`src/rtl/buffered_oport_pkg.sv`:
```
// Shared types and constants for buffered_oport: Z80 bus structs, status/control
// bit positions, channel-width helper and the status-byte formatter.
package buffered_oport_pkg;

  localparam int STAT_FULL    = 7;
  localparam int STAT_EMPTY   = 6;
  localparam int CTRL_FLUSH   = 0;
  localparam int STAT_CNT_MAX = 63;

  typedef struct packed {
    logic [7:0] dmaster;
  } Z80MasterBus;

  typedef struct packed {
    logic [7:0] dslave;
    logic       mwait;
  } Z80SlaveBus;

  function automatic int chan_width(input int num_ch);
    return $clog2(num_ch + 1);
  endfunction

  localparam int NUM_CH_DEF = 2;
  localparam int CH_W_DEF   = chan_width(NUM_CH_DEF);

  typedef struct packed {
    logic [CH_W_DEF-1:0] chan;
    logic [7:0]          data;
  } entry_t;

  // Occupancy is clamped so it never aliases into the flag bits.
  function automatic logic [7:0] status_byte(input logic full, input logic empty,
                                             input logic [31:0] count);
    logic [7:0] s;
    s = 8'h00;
    s[STAT_FULL]  = full;
    s[STAT_EMPTY] = empty;
    if (count > 32'(STAT_CNT_MAX)) begin
      s[5:0] = 6'd63;
    end else begin
      s[5:0] = count[5:0];
    end
    return s;
  endfunction

endpackage

```
`src/rtl/buffered_oport_chk.sv`:
```
// Invariant checker for buffered_oport: a commit must always find a free slot.
module buffered_oport_chk (
  input logic clk,
  input logic rst,
  input logic push,
  input logic full
);

  commit_has_slot: assert property (@(posedge clk) disable iff (rst) push |-> !full);

endmodule

```
`src/rtl/sync_fifo.sv`:
```
// Generic synchronous FIFO with push/pop/flush; full and empty are derived
// from the occupancy count so pointers may wrap freely.
module sync_fifo #(
  parameter int WIDTH = 8,
  parameter int DEPTH = 16,
  localparam int AW = $clog2(DEPTH),
  localparam int CW = $clog2(DEPTH + 1)
) (
  input  logic             clk,
  input  logic             rst,
  input  logic             push,
  input  logic             pop,
  input  logic             flush,
  input  logic [WIDTH-1:0] din,
  output logic [WIDTH-1:0] dout,
  output logic [CW-1:0]    count,
  output logic             full,
  output logic             empty
);

  logic [WIDTH-1:0] mem [DEPTH];
  logic [AW-1:0]    wr_ptr_r;
  logic [AW-1:0]    rd_ptr_r;
  logic [CW-1:0]    count_r;
  logic             do_push_s;
  logic             do_pop_s;

  // Flag decode and qualified push/pop; flush overrides both.
  always_comb begin
    full      = (count_r == CW'(DEPTH));
    empty     = (count_r == {CW{1'b0}});
    do_push_s = push & ~flush & (~full | pop);
    do_pop_s  = pop & ~flush & ~empty;
    count     = count_r;
    dout      = mem[rd_ptr_r];
  end

  // Pointer and occupancy state.
  always_ff @(posedge clk) begin
    if (rst || flush) begin
      wr_ptr_r <= {AW{1'b0}};
      rd_ptr_r <= {AW{1'b0}};
      count_r  <= {CW{1'b0}};
    end else begin
      if (do_push_s) wr_ptr_r <= wr_ptr_r + AW'(1'b1);
      if (do_pop_s)  rd_ptr_r <= rd_ptr_r + AW'(1'b1);
      case ({do_push_s, do_pop_s})
        2'b10:   count_r <= count_r + CW'(1'b1);
        2'b01:   count_r <= count_r - CW'(1'b1);
        default: count_r <= count_r;
      endcase
    end
  end

  // Storage array; contents need no reset since reads are gated by count.
  always_ff @(posedge clk) begin
    if (do_push_s) mem[wr_ptr_r] <= din;
  end

endmodule

```
`src/rtl/buffered_oport.sv`:
```
// Buffered multi-channel Z80 output port: strobe decode, wait-state and status
// logic around a sync_fifo. Define BUFFERED_OPORT_CONSOLE_EN to echo drained bytes.
module buffered_oport
  import buffered_oport_pkg::*;
#(
  parameter int NUM_CH = 2,
  parameter int DEPTH  = 16,
  localparam int CH_W  = chan_width(NUM_CH),
  localparam int CNT_W = $clog2(DEPTH + 1)
) (
  input  logic             clk,
  input  logic             rst_n,
  input  logic             wr_ena,
  input  logic             rd_ena,
  input  logic [CH_W-1:0]  chan_sel,
  input  Z80MasterBus      ibus,
  output Z80SlaveBus       obus,
  output logic [7:0]       tx_data,
  output logic [CH_W-1:0]  tx_chan,
  output logic             tx_valid,
  input  logic             tx_ready,
  output logic [CNT_W-1:0] fifo_count
);

  typedef struct packed {
    logic [CH_W-1:0] chan;
    logic [7:0]      data;
  } oport_entry_t;

  logic            wr_delay_r;
  logic            wr_prev_r;
  logic [CH_W-1:0] chan_r;
  logic [7:0]      data_r;
  logic            commit_s;
  logic            push_s;
  logic            flush_s;
  logic            pop_s;
  logic            ready_s;
  logic            full_s;
  logic            empty_s;
  logic            data_sel_s;
  logic            ctrl_sel_s;
  logic [CNT_W-1:0] count_s;
  oport_entry_t    din_s;
  oport_entry_t    head_s;

  // wr_prev_r resets high so a strobe straddling reset release cannot arm a commit.
  always_ff @(posedge clk) begin
    if (rst_n) begin
      wr_delay_r <= 1'b0;
      wr_prev_r  <= 1'b1;
      chan_r     <= {CH_W{1'b0}};
      data_r     <= 8'h00;
    end else begin
      wr_prev_r <= wr_ena;
      if (wr_ena) begin
        wr_delay_r <= wr_delay_r | ~wr_prev_r;
        chan_r     <= chan_sel;
        data_r     <= ibus.dmaster;
      end else begin
        wr_delay_r <= 1'b0;
      end
    end
  end

  // Commit decode: data channels push, the control channel may flush.
  always_comb begin
    commit_s   = wr_delay_r & ~wr_ena;
    data_sel_s = (32'(chan_sel) < 32'(NUM_CH));
    ctrl_sel_s = (chan_sel == CH_W'(NUM_CH));
    push_s     = 1'b0;
    flush_s    = 1'b0;
    din_s.chan = chan_r;
    din_s.data = data_r;
    if (commit_s) begin
      if (32'(chan_r) < 32'(NUM_CH)) begin
        push_s = 1'b1;
      end else if (chan_r == CH_W'(NUM_CH)) begin
        flush_s = data_r[CTRL_FLUSH];
      end else begin
        push_s  = 1'b0;
        flush_s = 1'b0;
      end
    end else begin
      push_s  = 1'b0;
      flush_s = 1'b0;
    end
    pop_s = ~empty_s & ready_s;
  end

`ifdef BUFFERED_OPORT_CONSOLE_EN
  assign ready_s = 1'b1;

  // Console echo of every drained byte.
  always_ff @(posedge clk) begin
    if (!rst_n && pop_s) $write("%c", tx_data);
  end
`else
  assign ready_s = tx_ready;
`endif

  sync_fifo #(
    .WIDTH (CH_W + 8),
    .DEPTH (DEPTH)
  ) u_fifo (
    .clk   (clk),
    .rst   (rst_n),
    .push  (push_s),
    .pop   (pop_s),
    .flush (flush_s),
    .din   (din_s),
    .dout  (head_s),
    .count (count_s),
    .full  (full_s),
    .empty (empty_s)
  );

  buffered_oport_chk u_chk (
    .clk  (clk),
    .rst  (rst_n),
    .push (push_s),
    .full (full_s)
  );

  // CPU-facing wait/status and stream outputs, all from registered FIFO state.
  always_comb begin
    obus.mwait  = 1'b1;
    obus.dslave = 8'h00;
    if (wr_ena && data_sel_s && full_s) begin
      obus.mwait = 1'b0;
    end else begin
      obus.mwait = 1'b1;
    end
    if (rd_ena && ctrl_sel_s) begin
      obus.dslave = status_byte(full_s, empty_s, 32'(count_s));
    end else begin
      obus.dslave = 8'h00;
    end
    tx_valid   = ~empty_s;
    fifo_count = count_s;
    if (empty_s) begin
      tx_data = 8'h00;
      tx_chan = {CH_W{1'b0}};
    end else begin
      tx_data = head_s.data;
      tx_chan = head_s.chan;
    end
  end

endmodule

```
`config.mk`:
```
export PLATFORM = sky130hd
export DESIGN_NAME = buffered_oport
export DESIGN_NICKNAME = d
export VERILOG_FILES = /design/src/rtl/buffered_oport_pkg.sv /design/src/rtl/buffered_oport_chk.sv /design/src/rtl/sync_fifo.sv /design/src/rtl/buffered_oport.sv
export SDC_FILE = /design/constraint.sdc
export NUM_CORES = 1
export LEC_CHECK = 0
export ABC_CLOCK_PERIOD_IN_PS = 3110
export CORE_MARGIN = 10
export CORE_UTILIZATION = 59
export CTS_CLUSTER_DIAMETER = 150
export DETAILED_ROUTE_END_ITERATION = 10
export PLACE_DENSITY_LB_ADDON = 0.25
export SLEW_MARGIN = 0
export SYNTH_ARGS = -nofsm -noshare
export SYNTH_HDL_FRONTEND = slang
export SYNTH_SLANG_ARGS = --single-unit
```
`constraint.sdc`:
```
create_clock -name clk -period 3.11 [get_ports clk]
set_input_delay 0.311 -clock clk [delete_from_list [all_inputs] [get_ports clk]]
set_output_delay 0.311 -clock clk [all_outputs]
set_load 0.01 [all_outputs]
```
# ---- Word level (Yosys, flattened, before mapping)
# Memories as Yosys holds them, arrays and structs flattened. A register that Yosys moved wholly into a read port is not among the register bits.
# Index checks and enable logic that the tools add are counted.
dict set report word_totals {
  ramBits 160
  inputBits 15
  wordCells 53
  reg_bits 25
  n_memories 1
  output_inout_bits 25
}
dict set report op_classes {
  mux 14
  n_eq_ne 5
  magnitude_cmp 2
  n_reduce_logical 7
  n_addsub 4
  n_bitwise 13
}
# memory words word_bits read_ports rd_clocked_by_memory_dff write_ports line_no
set mem_list {}
lappend mem_list {u_fifo.mem 16 10 1 1 1 sync_fifo.sv:21} ;# logic [WIDTH-1:0] mem [DEPTH];
# op n
set ops {}
lappend ops {{8-bit two-way mux} 2}
lappend ops {{5-bit case mux with 2 select lines} 1}
lappend ops {{4-bit by 1-bit adder with 4-bit output, second input constant} 2}
lappend ops {{1-bit two-way mux} 8}
lappend ops {{4-bit two-way mux} 2}
lappend ops {{1-bit bitwise AND} 6}
lappend ops {{2-bit == test, second input constant} 3}
lappend ops {{5-bit by 1-bit adder with 5-bit output, second input constant} 1}
lappend ops {{5-bit == test, second input constant} 1}
lappend ops {{5-bit zero test} 1}
lappend ops {{1-bit inverter} 5}
lappend ops {{5-bit by 1-bit subtractor with 5-bit output, second input constant} 1}
lappend ops {{2-bit less-than comparator, second input constant} 2}
lappend ops {{1-bit logical AND} 3}
lappend ops {{2-bit by 1-bit == test with 1-bit output, second input constant} 1}
lappend ops {{2-bit two-way mux} 1}
lappend ops {{1-bit bitwise OR} 2}
lappend ops {{2-bit nonzero test} 1}
lappend ops {{2-bit OR reduction} 1}
lappend ops {{1-bit logical OR} 1}

# ---- Logic depth before layout (Yosys ltp)
# Gate-level depths: netlist of the first run.
dict set report depth {
  ltp_word 9
  depth_mapped 14
  mapped_depth_nobuf 11
}

# ---- By module
# Synthesis of the first run repeated with hierarchy kept, for this count alone.
dict set report hier_totals {
  cells_unflattened 438
  area_unflattened_um2 7669.9
}
# mod cells_each seq_area_each_um2 area_per_inst_um2 instances
set modules_own_cells {}
lappend modules_own_cells {sync_fifo 372 5144.9 7063.0 1}
lappend modules_own_cells {buffered_oport 66 240.2 606.8 1}

# ---- Worst setup path before layout of the first run
# Ideal clock, no wire load.
dict set report synth_path {
  path_kind {register -> register}
  start {register u_fifo.count_r[1], in the netlist u_fifo.count[1]}
  end {register u_fifo.count_r[4], in the netlist u_fifo.count[4]}
  n_path_buf 3
  required_time_ns 2.982
  synth_period_minus_slack_ns 2.733
  path_slack_ns 0.377
  setup_ns 0.128
  arrival_time_ns 2.606
  path_stages_with_launch 15
  cell_sequence {dfxtp_1 buf_2 nor4_4 nand2b_1 buf_2 and3_1 ha_1 buf_2 xor2_1 ha_1 a211o_1 a21oi_1 o21bai_1 xor2_1 nor2_1}
}
dict set report synth_via {
  elab_chain_cells 7
  word_cells_on_any_way 15
  classes_between {2 x add/sub; 3 x eq/ne; 1 x mux; 7 x bitwise; 2 x reduce/logical}
}
# element line_no
set synth_lines {}
lappend synth_lines {{start, declared} sync_fifo.sv:24} ;# logic [CW-1:0] count_r;
lappend synth_lines {{start signal, assigned} sync_fifo.sv:43} ;# count_r <= {CW{1'b0}};
lappend synth_lines {{start signal, assigned} sync_fifo.sv:48} ;# 2'b10: count_r <= count_r + CW'(1'b1);
lappend synth_lines {{start signal, assigned} sync_fifo.sv:49} ;# 2'b01: count_r <= count_r - CW'(1'b1);
lappend synth_lines {{5-bit zero test (*)} sync_fifo.sv:31} ;# empty = (count_r == {CW{1'b0}});
lappend synth_lines {{1-bit inverter (*)} -}
lappend synth_lines {{named net tx_valid} buffered_oport.sv:20} ;# output logic tx_valid,
lappend synth_lines {{1-bit bitwise AND} buffered_oport.sv:88} ;# pop_s = ~empty_s & ready_s;
lappend synth_lines {{1-bit bitwise AND or 1-bit bitwise OR (tied branches)} {sync_fifo.sv:33, sync_fifo.sv:32}}
lappend synth_lines {{1-bit bitwise AND, on equally long branches} {sync_fifo.sv:33, sync_fifo.sv:32}}
lappend synth_lines {{2-bit by 1-bit == test with 1-bit output or 2-bit == test (tied branches)} sync_fifo.sv:47} ;# case ({do_push_s, do_pop_s})
lappend synth_lines {{5-bit case mux with 2 select lines or 2-bit nonzero test (tied branches)} -}
# The timed path passes the listed nets; every way through them passes the cells marked *.
# A chain may end at the register's enable or synchronous reset.

==> key figures, run 1 <==
Floorplanning
  • Die height: 133 um
  • Die Footprint: 17700 sq um
  • Core area: 12600 sq um
  • Initial Utilization: 60.1%
  • Site row count: 41
  • Die Width: ~130 um
  • Io pins: 40

Worst setup path
  • Worst Path Required: 2.80 ns
  • CP Data Arrival Time: 2.67 ns
  • RR Startpoint: u_fifo.count[0]
  • WS Path Type: reg -> out
  • R2R Path End: u_fifo.count[4]
  • Cell depth of the worst flop-to-flop path: 12
  • CP max stage delay: 0.54 ns
  • Reg2Reg Setup Slack: 0.48 ns
  • CP Max Fanout: 10
  • CP Capture Type: output port
  • Critical path cell sequence: buf_6 > mux4_2 > mux2i_1 > o22ai_1 > clkdlybuf4s50_1
  • Crit path max-delay cell type: clkdlybuf4s50_1
  • Critical Path Start Type: register

GRT
  • Largest net degree at the start of global routing: 26
  • Vias in the first global route: 4120
  • Global route overflow: 0
  • Total GRT Usage: 17.9%
  • First-pass GRT wire length: roughly 24 mm
  • Initial antenna violation count: 0

Clocking
  • H-Tree Depth: 4
  • Clk sinks: 189
  • Num CTS Buffers: 17
  • Post-CTS setup buffer count: 0
  • CTS tree: yes
  • CTS Hold Bufs: 0
  • Clock buffer depth: 2
  • Clock root buffer: clkbuf_16
  • Worst skew pair latency: 0.42 ns
  • Clock transition at path regs: 0.06 ns

STA
  • Final critical-path share of the clock period: 95.8%
  • Max Slew Vio Count: 0
  • Final Hold Vio Count: 0
  • Setup tns final: 0 ns
  • Tmin final: roughly 3 ns
  • Fmax: 0.336 GHz
  • Final setup viols: 0
  • Relative slew slack: 47.4%
  • Fin Clk Skew: about 0.0054 ns
  • Unrepaired setup endpoints after global routing: no
  • Worst Max-Slew Pin Slew: ~0.79 ns

Power
  • Worst vdd ir: approximately 0.34 mV
  • Pwr Density: 591 nW/um^2
  • Pleak: ~0.0029 uW
  • Pwr Total: 5260 uW

Final layout
  • Area growth from synthesis to layout: 17.9%
  • Fillers: 775
  • Number of inserted diodes: 0
  • Nets: around 500
  • Layout cells sized above 1: 22.5%

Place
  • PortBufs: 38
  • Gp weighted congestion: 0.788
  • Post-DP HPWL: between 9 and 10 mm

Drt
  • Residual DRC count: 0
  • Detailed Route Iter0 Violations: 333
  • Avg Vias per Cell: 5.87
  • ANT nets after route: 0
  • Total number of vias: 3904
  • WL/cell: between 20 and 25 um
  • Drt pass-1 iters: 4
  • Routed WL: roughly 15 mm

Yosys
  • Seq/Total Area, Yosys: 71.3%
  • Cell variety after synth: 41
  • Mean post-synth cell area: 18.2 sq um
  • Warnings from Yosys: 0
  • Synthesized area: ~7500 sq um
  • Register bit count reported by yosys: 189
  • Cells after synthesis: about 420
  • Mapped Nets: 439

Min path
  • Min-delay worst type: reg -> reg
  • Min-Delay Startpoint: u_fifo.rd_ptr_r[1]
  • WHS Path Cells: 2

Run
  • # Max-Cap Violations: 0

Outcome
  • Outcome: complete, no violations
sequential cells by signal, summed over array words and instances (netlist names), named ones only:
signal,flops
chan_r,2
data_r,8
u_fifo.count,5
u_fifo.mem,160
u_fifo.rd_ptr_r,4
u_fifo.wr_ptr_r,4
wr_delay_r,1
wr_prev_r,1
power breakdown:
group	leakage [uW]	switching, uW	total, uW	internal [uW]
Sequential	0.00170	42.0	2810	2760
Combinational	0.000951	136	288	152
Clock	0.000289	866	2160	1300
Total	0.00294	1040	5260	4210
stage by stage:
stage	util [%]	cell area, sq um	std cells	setup slack [ns]	hold WS (ns)
final	70.8	8900	665	0.130	0.492
after global routing	70.8	8900	665	0.0358	0.510
after CTS	70.8	8900	665	0.0243	0.493
after detailed placement	66.0	8290	633	0.0468	0.479
after global placement	66.0	8290	633	0.121	0.466
after floorplan	-	7550	415	0.377	0.387
routing by layer:
| layer | track usage (%) | wire (um) |
|---|---|---|
| met5 | 0 | 0 |
| met4 | 6.77 | 266 |
| met2 | 29.1 | 7550 |
| met3 | 4.32 | 863 |
| met1 | 23.1 | 6440 |
placed cells by master (no fill, tap or decap), types with 3 or more instances in the layout:
| master | Yosys | routed |
|---|---|---|
| xor2_1 | 9 | 9 |
| clkdlybuf4s50_1 | 0 | 38 |
| nand2b_1 | 8 | 8 |
| clkbuf_16 | 0 | 17 |
| nor3_1 | 5 | 5 |
| clkinv_2 | 0 | 4 |
| and3_1 | 3 | 3 |
| inv_1 | 4 | 4 |
| nand4_1 | 3 | 3 |
| nand2_1 | 8 | 8 |
| buf_4 | 3 | 28 |
| nor2_1 | 34 | 34 |
| and2_1 | 5 | 5 |
| mux2i_1 | 33 | 33 |
| o21ai_0 | 3 | 3 |
| mux4_2 | 40 | 40 |
| o22ai_1 | 10 | 10 |
| clkinvlp_4 | 0 | 3 |
| bufinv_16 | 0 | 3 |
| ha_1 | 9 | 9 |
| dfxtp_2 | 0 | 3 |
| dfxtp_1 | 29 | 25 |
| edfxtp_1 | 160 | 160 |
| a21oi_1 | 5 | 5 |
worst max path at each step:
stage / endpoint / from / slack [ns]
after global placement: u_fifo.count[4] / wr_ena / 0.12
final: tx_data[2] / register / 0.13
after CTS: tx_data[2] / register / 0.02
after global routing: tx_data[2] / register / 0.04
after detailed placement: u_fifo.count[4] / wr_ena / 0.05
after floorplan: u_fifo.count[4] / u_fifo.count[1] / 0.38
cells by family after synthesis:
logic type / Yosys count / share of synthesized area (%)
mux: 73 / 16.3
buf+inv: 27 / 1.71
compound gates: 25 / 2.25
simple gates: 81 / 5.69
fa+ha+maj: 9 / 1.49
other cells: 1 / 0.0497
flops: 189 / 71.3
xor+xnor: 10 / 1.16
final cells by class:
type,instances,area [sq um],area share [%]
tap,172,215,2.42
clock buffer,20,457,5.13
multi-input combinational,199,2030,22.9
clock inverter,12,145,1.63
timing repair buffer,69,642,7.21
sequential,189,5390,60.6
inverter,4,15.0,0.169
worst max-delay path: cells and delay by family (launching register included):
family	cells	cell delay, ns
compound gates	1	0.23
mux	2	0.81
flops	1	0.44
buf+inv	2	0.76
repair_timing:
| item | CTS | global route |
|---|---|---|
| pin swaps | 0 | 0 |
| endpoints found under the setup margin | 1 | 1 |
| cloned | 0 | 0 |
| gates resized for setup | 1 | 3 |
cell usage after synthesis:
library cell / count / share of area, %
nor4_4: 1 / 0.28
a211o_1: 1 / 0.12
conb_1: 1 / 0.050
and3_1: 3 / 0.25
buf_6: 1 / 0.15
buf_4: 3 / 0.30
buf_2: 7 / 0.46
o21bai_1: 2 / 0.20
nand2_1: 8 / 0.40
nor2_1: 34 / 1.7
nor2b_1: 2 / 0.17
or4bb_1: 1 / 0.15
inv_1: 4 / 0.20
buf_1: 1 / 0.050
o21ai_0: 3 / 0.20
a22oi_1: 1 / 0.099
mux4_2: 40 / 12
xnor2_1: 1 / 0.12
nand2b_1: 8 / 0.66
ha_1: 9 / 1.5
or3_1: 1 / 0.083
and2_1: 5 / 0.41
nand4_1: 3 / 0.25
nor3_1: 5 / 0.33
nand4b_1: 2 / 0.23
and3b_1: 1 / 0.12
a21oi_1: 5 / 0.33
nand3_1: 1 / 0.066
mux2i_1: 33 / 4.4
nand2_2: 1 / 0.083
or2_2: 2 / 0.17
a21o_1: 1 / 0.099
a31oi_4: 1 / 0.28
edfxtp_1: 160 / 64
xor2_1: 9 / 1.0
o22ai_1: 10 / 0.83
clkbuf_1: 11 / 0.55
or3b_4: 1 / 0.15
o211ai_1: 1 / 0.099
dfxtp_1: 29 / 7.7
nor3b_1: 2 / 0.20
No activity file was read; power rests on OpenSTA's default activity.
==> run 2, diff against run 1 <==
--- a/config.mk
+++ b/config.mk
@@ -5,9 +5,10 @@
 export SDC_FILE = /design/constraint.sdc
 export NUM_CORES = 1
 export LEC_CHECK = 0
+export ABC_AREA = 1
 export ABC_CLOCK_PERIOD_IN_PS = 3110
 export CORE_MARGIN = 10
-export CORE_UTILIZATION = 59
+export CORE_UTILIZATION = 37
 export CTS_CLUSTER_DIAMETER = 150
 export DETAILED_ROUTE_END_ITERATION = 10
 export PLACE_DENSITY_LB_ADDON = 0.25
==> key figures, run 2 <==
Outcome
  • Outcome: complete, no violations

Clocking
  • Clock buffer depth: 2
  • CTS tree: yes
  • Num CTS Buffers: 17
  • Worst skew pair latency: 0.42 ns
  • Clock root buffer: clkbuf_16
  • Resized cells post-CTS: 0
  • Post-CTS setup buffer count: 0
  • H-Tree Depth: 4
  • Clock transition at path regs: roughly 0.060 ns
  • CTS Hold Bufs: 0
  • Clk sinks: approximately 190

Yosys
  • Post-synth top area share: 60.3%
  • Warnings from Yosys: 0
  • EDFF count, synth: 160
  • Cell taking the most area after synthesis: edfxtp_1
  • Main area contributors after synthesis: edfxtp_1 (60%), nand2_1 (11%), nand3_1 (8.3%)
  • Cell variety after synth: 33
  • Mapped Nets: ~770
  • Cells after synthesis: between 700 and 800
  • Mean post-synth cell area: approximately 11 sq um
  • Register bit count reported by yosys: about 190
  • Top cells by count, synth: nand2_1 (232), edfxtp_1 (160), nand3_1 (132), nor2_1 (32), inv_1 (31)
  • Dominant cell by count in the synthesized netlist: nand2_1
  • Async SR Flop Fraction: 0%
  • Synthesized area: ~8000 sq um
  • Seq/Total Area, Yosys: 67.6%
  • Ys flop type: edfxtp_1

Floorplanning
  • Io pins: 40
  • Core area: 21100 sq um
  • Initial Utilization: a little under two fifths
  • Site row count: 53
  • Die Width: 167 um
  • Die Footprint: 27800 sq um
  • Die height: 167 um

STA
  • Relative slew slack: 40.5%
  • Fin Clk Skew: 0.00716 ns
  • Final critical-path share of the clock period: about 90%
  • Fmax: 0.352 GHz
  • Max Slew Vio Count: 0
  • Tmin final: 2.84 ns
  • Setup tns final: 0 ns
  • Final Hold Vio Count: 0
  • Final setup viols: 0
  • Worst Max-Slew Pin Slew: approximately 0.89 ns
  • Unrepaired setup endpoints after global routing: no

Power
  • Worst vdd ir: between 0.4 and 0.5 mV
  • Reg power frac: 41.1%
  • Power Internal: roughly 4800 uW
  • Clock power frac: 29.4%
  • Switching Fraction: 32.5%
  • Pwr Density: between 700 and 800 nW/um^2
  • Pleak: 0.00347 uW
  • Logic pwr share: 29.5%
  • Psw: ~2300 uW
  • Pwr Total: 7120 uW

Drt
  • Drt pass-1 iters: 7
  • Residual DRC count: 0
  • Routed WL: 18.5 mm
  • WL/cell: 17.1 um
  • Total number of vias: 5281
  • Detailed Route Iter0 Violations: 413
  • Avg Vias per Cell: 4.89
  • ANT nets after route: 0

Min path
  • WHS Path Cells: 1
  • Min-delay worst type: reg -> reg
  • Min-Delay Startpoint: wr_prev_r
  • Hold path endpoint: wr_delay_r

Worst setup path
  • R2R Path End: u_fifo.count[4]
  • CP Data Arrival Time: 2.53 ns
  • Worst Path Required: 2.80 ns
  • CP Capture Type: output port
  • CP Max Fanout: 40
  • Cell depth of the worst flop-to-flop path: 18
  • RR Startpoint: data_r[0]
  • Reg2Reg Setup Slack: approximately 0.79 ns
  • Critical Path Start Type: register
  • WS Path Type: reg -> out

GRT
  • Global route overflow: 0
  • Global routing's busiest layer: met2
  • Initial antenna violation count: 0
  • Largest net degree at the start of global routing: 81
  • Total GRT Usage: a little over an eighth
  • Met3 GRT Util: 3.08%
  • First-pass GRT wire length: 28.9 mm
  • Met1 Resource Use GR: 17.0%
  • Vias in the first global route: 5152
  • GR Util met2: around a fifth

Final layout
  • Layout cells sized above 1: 8.82%
  • Most frequent cells in the layout: nand2_1 (232), edfxtp_1 (160), nand3_1 (132)
  • Nets: about 820
  • Number of inserted diodes: 0
  • Largest register by flop count: u_fifo.mem
  • Max reg flops: 160
  • Area growth from synthesis to layout: 16.8%
  • Leading cell type in the layout, fill and taps excluded: nand2_1

Run
  • # Max-Cap Violations: 0

Place
  • Post-DP HPWL: 11.5 mm
  • Gp weighted congestion: 0.777
  • PortBufs: 38
## run 2: layout make-up
class,instances,area (sq um)
clock buffers,25,529
repair buffers,70,658
multi-input cells,479,2200
inverters,35,136
fillers,1994,11800
flip-flops and latches,189,5390
well taps,275,344
clock inverters,7,47.5
## run 2: how the worst max path moves through the flow
stage                      endpoint  slack [ns]  depth (start not counted)
global route             tx_data[2]        0.11                          7
finish                   tx_data[2]        0.27                          7
floorplan           u_fifo.count[4]        0.94                         15
CTS                      tx_data[2]        0.25                          7
detailed placement  u_fifo.count[4]        0.52                         17
global placement    u_fifo.count[4]        0.56                         17
## run 2: worst max-delay path, stage by stage, from the launching register on
cell             delay [ns]
dfxtp_1                0.33
inv_2                  0.63
nand3_1                0.19
nand3_1                0.15
nand2_1                0.06
nand2_1                0.12
a21oi_1                0.10
clkdlybuf4s50_1        0.51
## run 2: cell families (layout without fill, tap and decap cells)
family	count (synthesis)	in the layout	synth area share (%)
AO/OA/AOI/OAI	40	40	2.58
buffers and inverters	73	137	4.77
XOR/XNOR	6	6	0.660
flip-flops	189	189	67.6
other	1	1	0.0471
AND/OR/NAND/NOR	423	423	22.9
adder cells (fa/ha/maj)	9	9	1.41
## run 2: power groups by stage
stage | Combinational [uW] | Clock, uW | Sequential [uW]
detailed placement | 2130 | 0 | 2990
global placement | 2120 | 0 | 2980
finish | 2100 | 2090 | 2930
CTS | 2140 | 2130 | 2930
floorplan | 1450 | 0 | 2950
global route | 2360 | 2250 | 2940
## run 2: routing by layer
layer	wire (um)	part of all wire [%]
met4	340	1.8
met2	8680	47
met5	0	0
met3	970	5.2
met1	8510	46
## run 2: stage by stage
stage	cell area [sq um]	cells	util, %	hold slack, ns	setup slack, ns
floorplan	7970	741	-	0.383	0.944
global placement	8730	1048	41.4	0.403	0.558
detailed placement	8730	1048	41.4	0.412	0.519
global route	9300	1080	44.1	0.427	0.110
CTS	9300	1080	44.1	0.416	0.248
finish	9300	1080	44.1	0.412	0.265
==> run 3, diff against run 2 <==
--- a/config.mk
+++ b/config.mk
@@ -6,12 +6,13 @@
 export NUM_CORES = 1
 export LEC_CHECK = 0
 export ABC_AREA = 1
-export ABC_CLOCK_PERIOD_IN_PS = 3110
+export ABC_CLOCK_PERIOD_IN_PS = 3400
 export CORE_MARGIN = 10
 export CORE_UTILIZATION = 37
 export CTS_CLUSTER_DIAMETER = 150
 export DETAILED_ROUTE_END_ITERATION = 10
 export PLACE_DENSITY_LB_ADDON = 0.25
+export SETUP_SLACK_MARGIN = 0.5
 export SLEW_MARGIN = 0
 export SYNTH_ARGS = -nofsm -noshare
 export SYNTH_HDL_FRONTEND = slang
==> constraint.sdc (replaced) <==
create_clock -name clk -period 3.4 [get_ports clk]
set_input_delay 0.34 -clock clk [delete_from_list [all_inputs] [get_ports clk]]
set_output_delay 0.34 -clock clk [all_outputs]
set_load 0.01 [all_outputs]
==> key figures, run 3 (synthesis results as in run 2) <==
Outcome
  • Outcome: complete, no violations

Final layout
  • Fillers: 2011
  • Fin cells: 1075
  • Nets: 811
  • Max reg flops: 160
  • Area growth from synthesis to layout: 17.3%
  • Most frequent cells in the layout: nand2_1 (232), edfxtp_1 (160), nand3_1 (132)
  • Largest register by flop count: u_fifo.mem
  • Number of inserted diodes: 0
  • Core Util, Final: 44.3%
  • Leading cell type in the layout, fill and taps excluded: nand2_1
  • Layout cells sized above 1: ~9.0%

Power
  • Psw: 2190 uW
  • Clock power frac: 30.1%
  • Worst vdd ir: 0.408 mV
  • Pleak: 0.00348 uW
  • Pwr Density: 714 nW/um^2
  • Switching Fraction: 32.8%
  • Reg power frac: 40.4%
  • Logic pwr share: 29.5%
  • Power Internal: 4490 uW

Worst setup path
  • CP Data Arrival Time: 2.39 ns
  • Critical Path Start Type: register
  • Worst Path Required: 3.06 ns
  • CP Max Fanout: 40
  • WS Path Type: reg -> out
  • CP Capture Type: output port

GRT
  • First-pass GRT wire length: 29.1 mm
  • Global route overflow: 0
  • Initial antenna violation count: 0
  • Total GRT Usage: 13.2%
  • Vias in the first global route: 5164
  • Largest net degree at the start of global routing: 81

STA
  • Setup tns final: 0 ns
  • Max Slew Vio Count: 0
  • Relative slew slack: 50.1%
  • Final critical-path share of the clock period: 80.4%
  • Tmin final: 2.73 ns
  • Fin Clk Skew: 0.0142 ns
  • Worst Max-Slew Pin Slew: 0.748 ns
  • Final setup viols: 0
  • Fmax: 0.366 GHz
  • Unrepaired setup endpoints after global routing: yes
  • Final Hold Vio Count: 0

Drt
  • Detailed Route Iter0 Violations: 340
  • Drt pass-1 iters: 5
  • Routed WL: ~19 mm
  • Avg Vias per Cell: 4.92
  • Residual DRC count: 0
  • ANT nets after route: 0
  • WL/cell: ~17 um
  • Total number of vias: 5285

Floorplanning
  • Initial Utilization: 37.8%
  • Core area: 21100 sq um
  • Io pins: 40
  • Die Footprint: between 20000 and 30000 sq um
  • Die height: 167 um
  • Site row count: 53
  • Die Width: 167 um

Place
  • Post-DP HPWL: 11.3 mm
  • Gp weighted congestion: 0.766
  • PortBufs: 38
  • Cells after DPL: 1042

Clocking
  • Num CTS Buffers: 17
  • Clock transition at path regs: 0.07 ns
  • Clock buffer depth: 2
  • Post-CTS setup buffer count: 0
  • CTS tree: yes
  • Clock root buffer: clkbuf_16
  • H-Tree Depth: 4
  • Worst skew pair latency: 0.44 ns
  • Clk sinks: 189

Min path
  • Min-delay worst type: reg -> reg

Run
  • # Max-Cap Violations: 0
-- run 3: changes by cell type in the layout (fill, tap and decap cells not counted), moves of 2 or more --
cell,previous run,this run
buf_12,3,1
clkinv_8,0,2
clkbuf_8,1,4
buf_4,29,23
clkbuf_1,4,0
-- run 3: through the flow --
step                      setup slack [ns]  total power, uW  area [sq um]  hold slack, ns
after floorplan                       1.23             4030          7970           0.389
after global placement               0.609             4630          8660           0.406
after detailed placement             0.459             4650          8660           0.420
after CTS                            0.510             6670          9300           0.435
after global routing                 0.497             7070          9350           0.466
final                                0.667             6670          9350           0.429
-- run 3: what timing repair did --
item / CTS / global route
setup endpoints to repair: 9 / 10
cloned: 0 / 1
hold buffers: 0 / 0
gates resized for setup: 4 / 8
hold endpoints to repair: 0 / 0
-- run 3: power groups by stage --
stage          registers, uW  logic [uW]  clock network, uW
6_report                2700        1970               2010
5_1_grt                 2710        2230               2130
4_1_cts                 2680        1950               2040
3_5_place_dp            2730        1930                  0
3_3_place_gp            2730        1910                  0
2_1_floorplan           2700        1330                  0
-- run 3: area by class of cell --
type	instances	area, sq um	share of cell area, %
flip-flops and latches	189	5390	57.6
inverters	35	150	1.61
repair buffers	65	641	6.85
well taps	275	344	3.68
clock buffers	24	556	5.94
multi-input cells	479	2200	23.6
clock inverters	8	67.6	0.723
-- run 3: worst paths after layout --
| check | from | to | slack (ns) | cells past startpoint |
|---|---|---|---|---|
| setup / recovery | register | tx_data[7] | 0.67 | 7 |
| hold / removal | wr_prev_r | wr_delay_r | 0.43 | 1 |
| setup reg to reg | chan_r[1] | u_fifo.count[4] | 0.74 | 15 |
| hold reg to reg | wr_prev_r | wr_delay_r | 0.43 | 1 |
-- run 3: routing by layer --
layer  wire [um]  track usage, %
met1        8670            17.2
met2        8780            21.2
met3         829            2.73
met4         259            4.51
met5           0               0
-- run 3: critical path: stages (launching register included) --
cell             delay (ns)
dfxtp_1                0.37
buf_4                  0.48
nand3_1                0.15
nand3_1                0.13
nand2_1                0.06
nand2_1                0.10
a21oi_1                0.09
clkdlybuf4s50_1        0.54
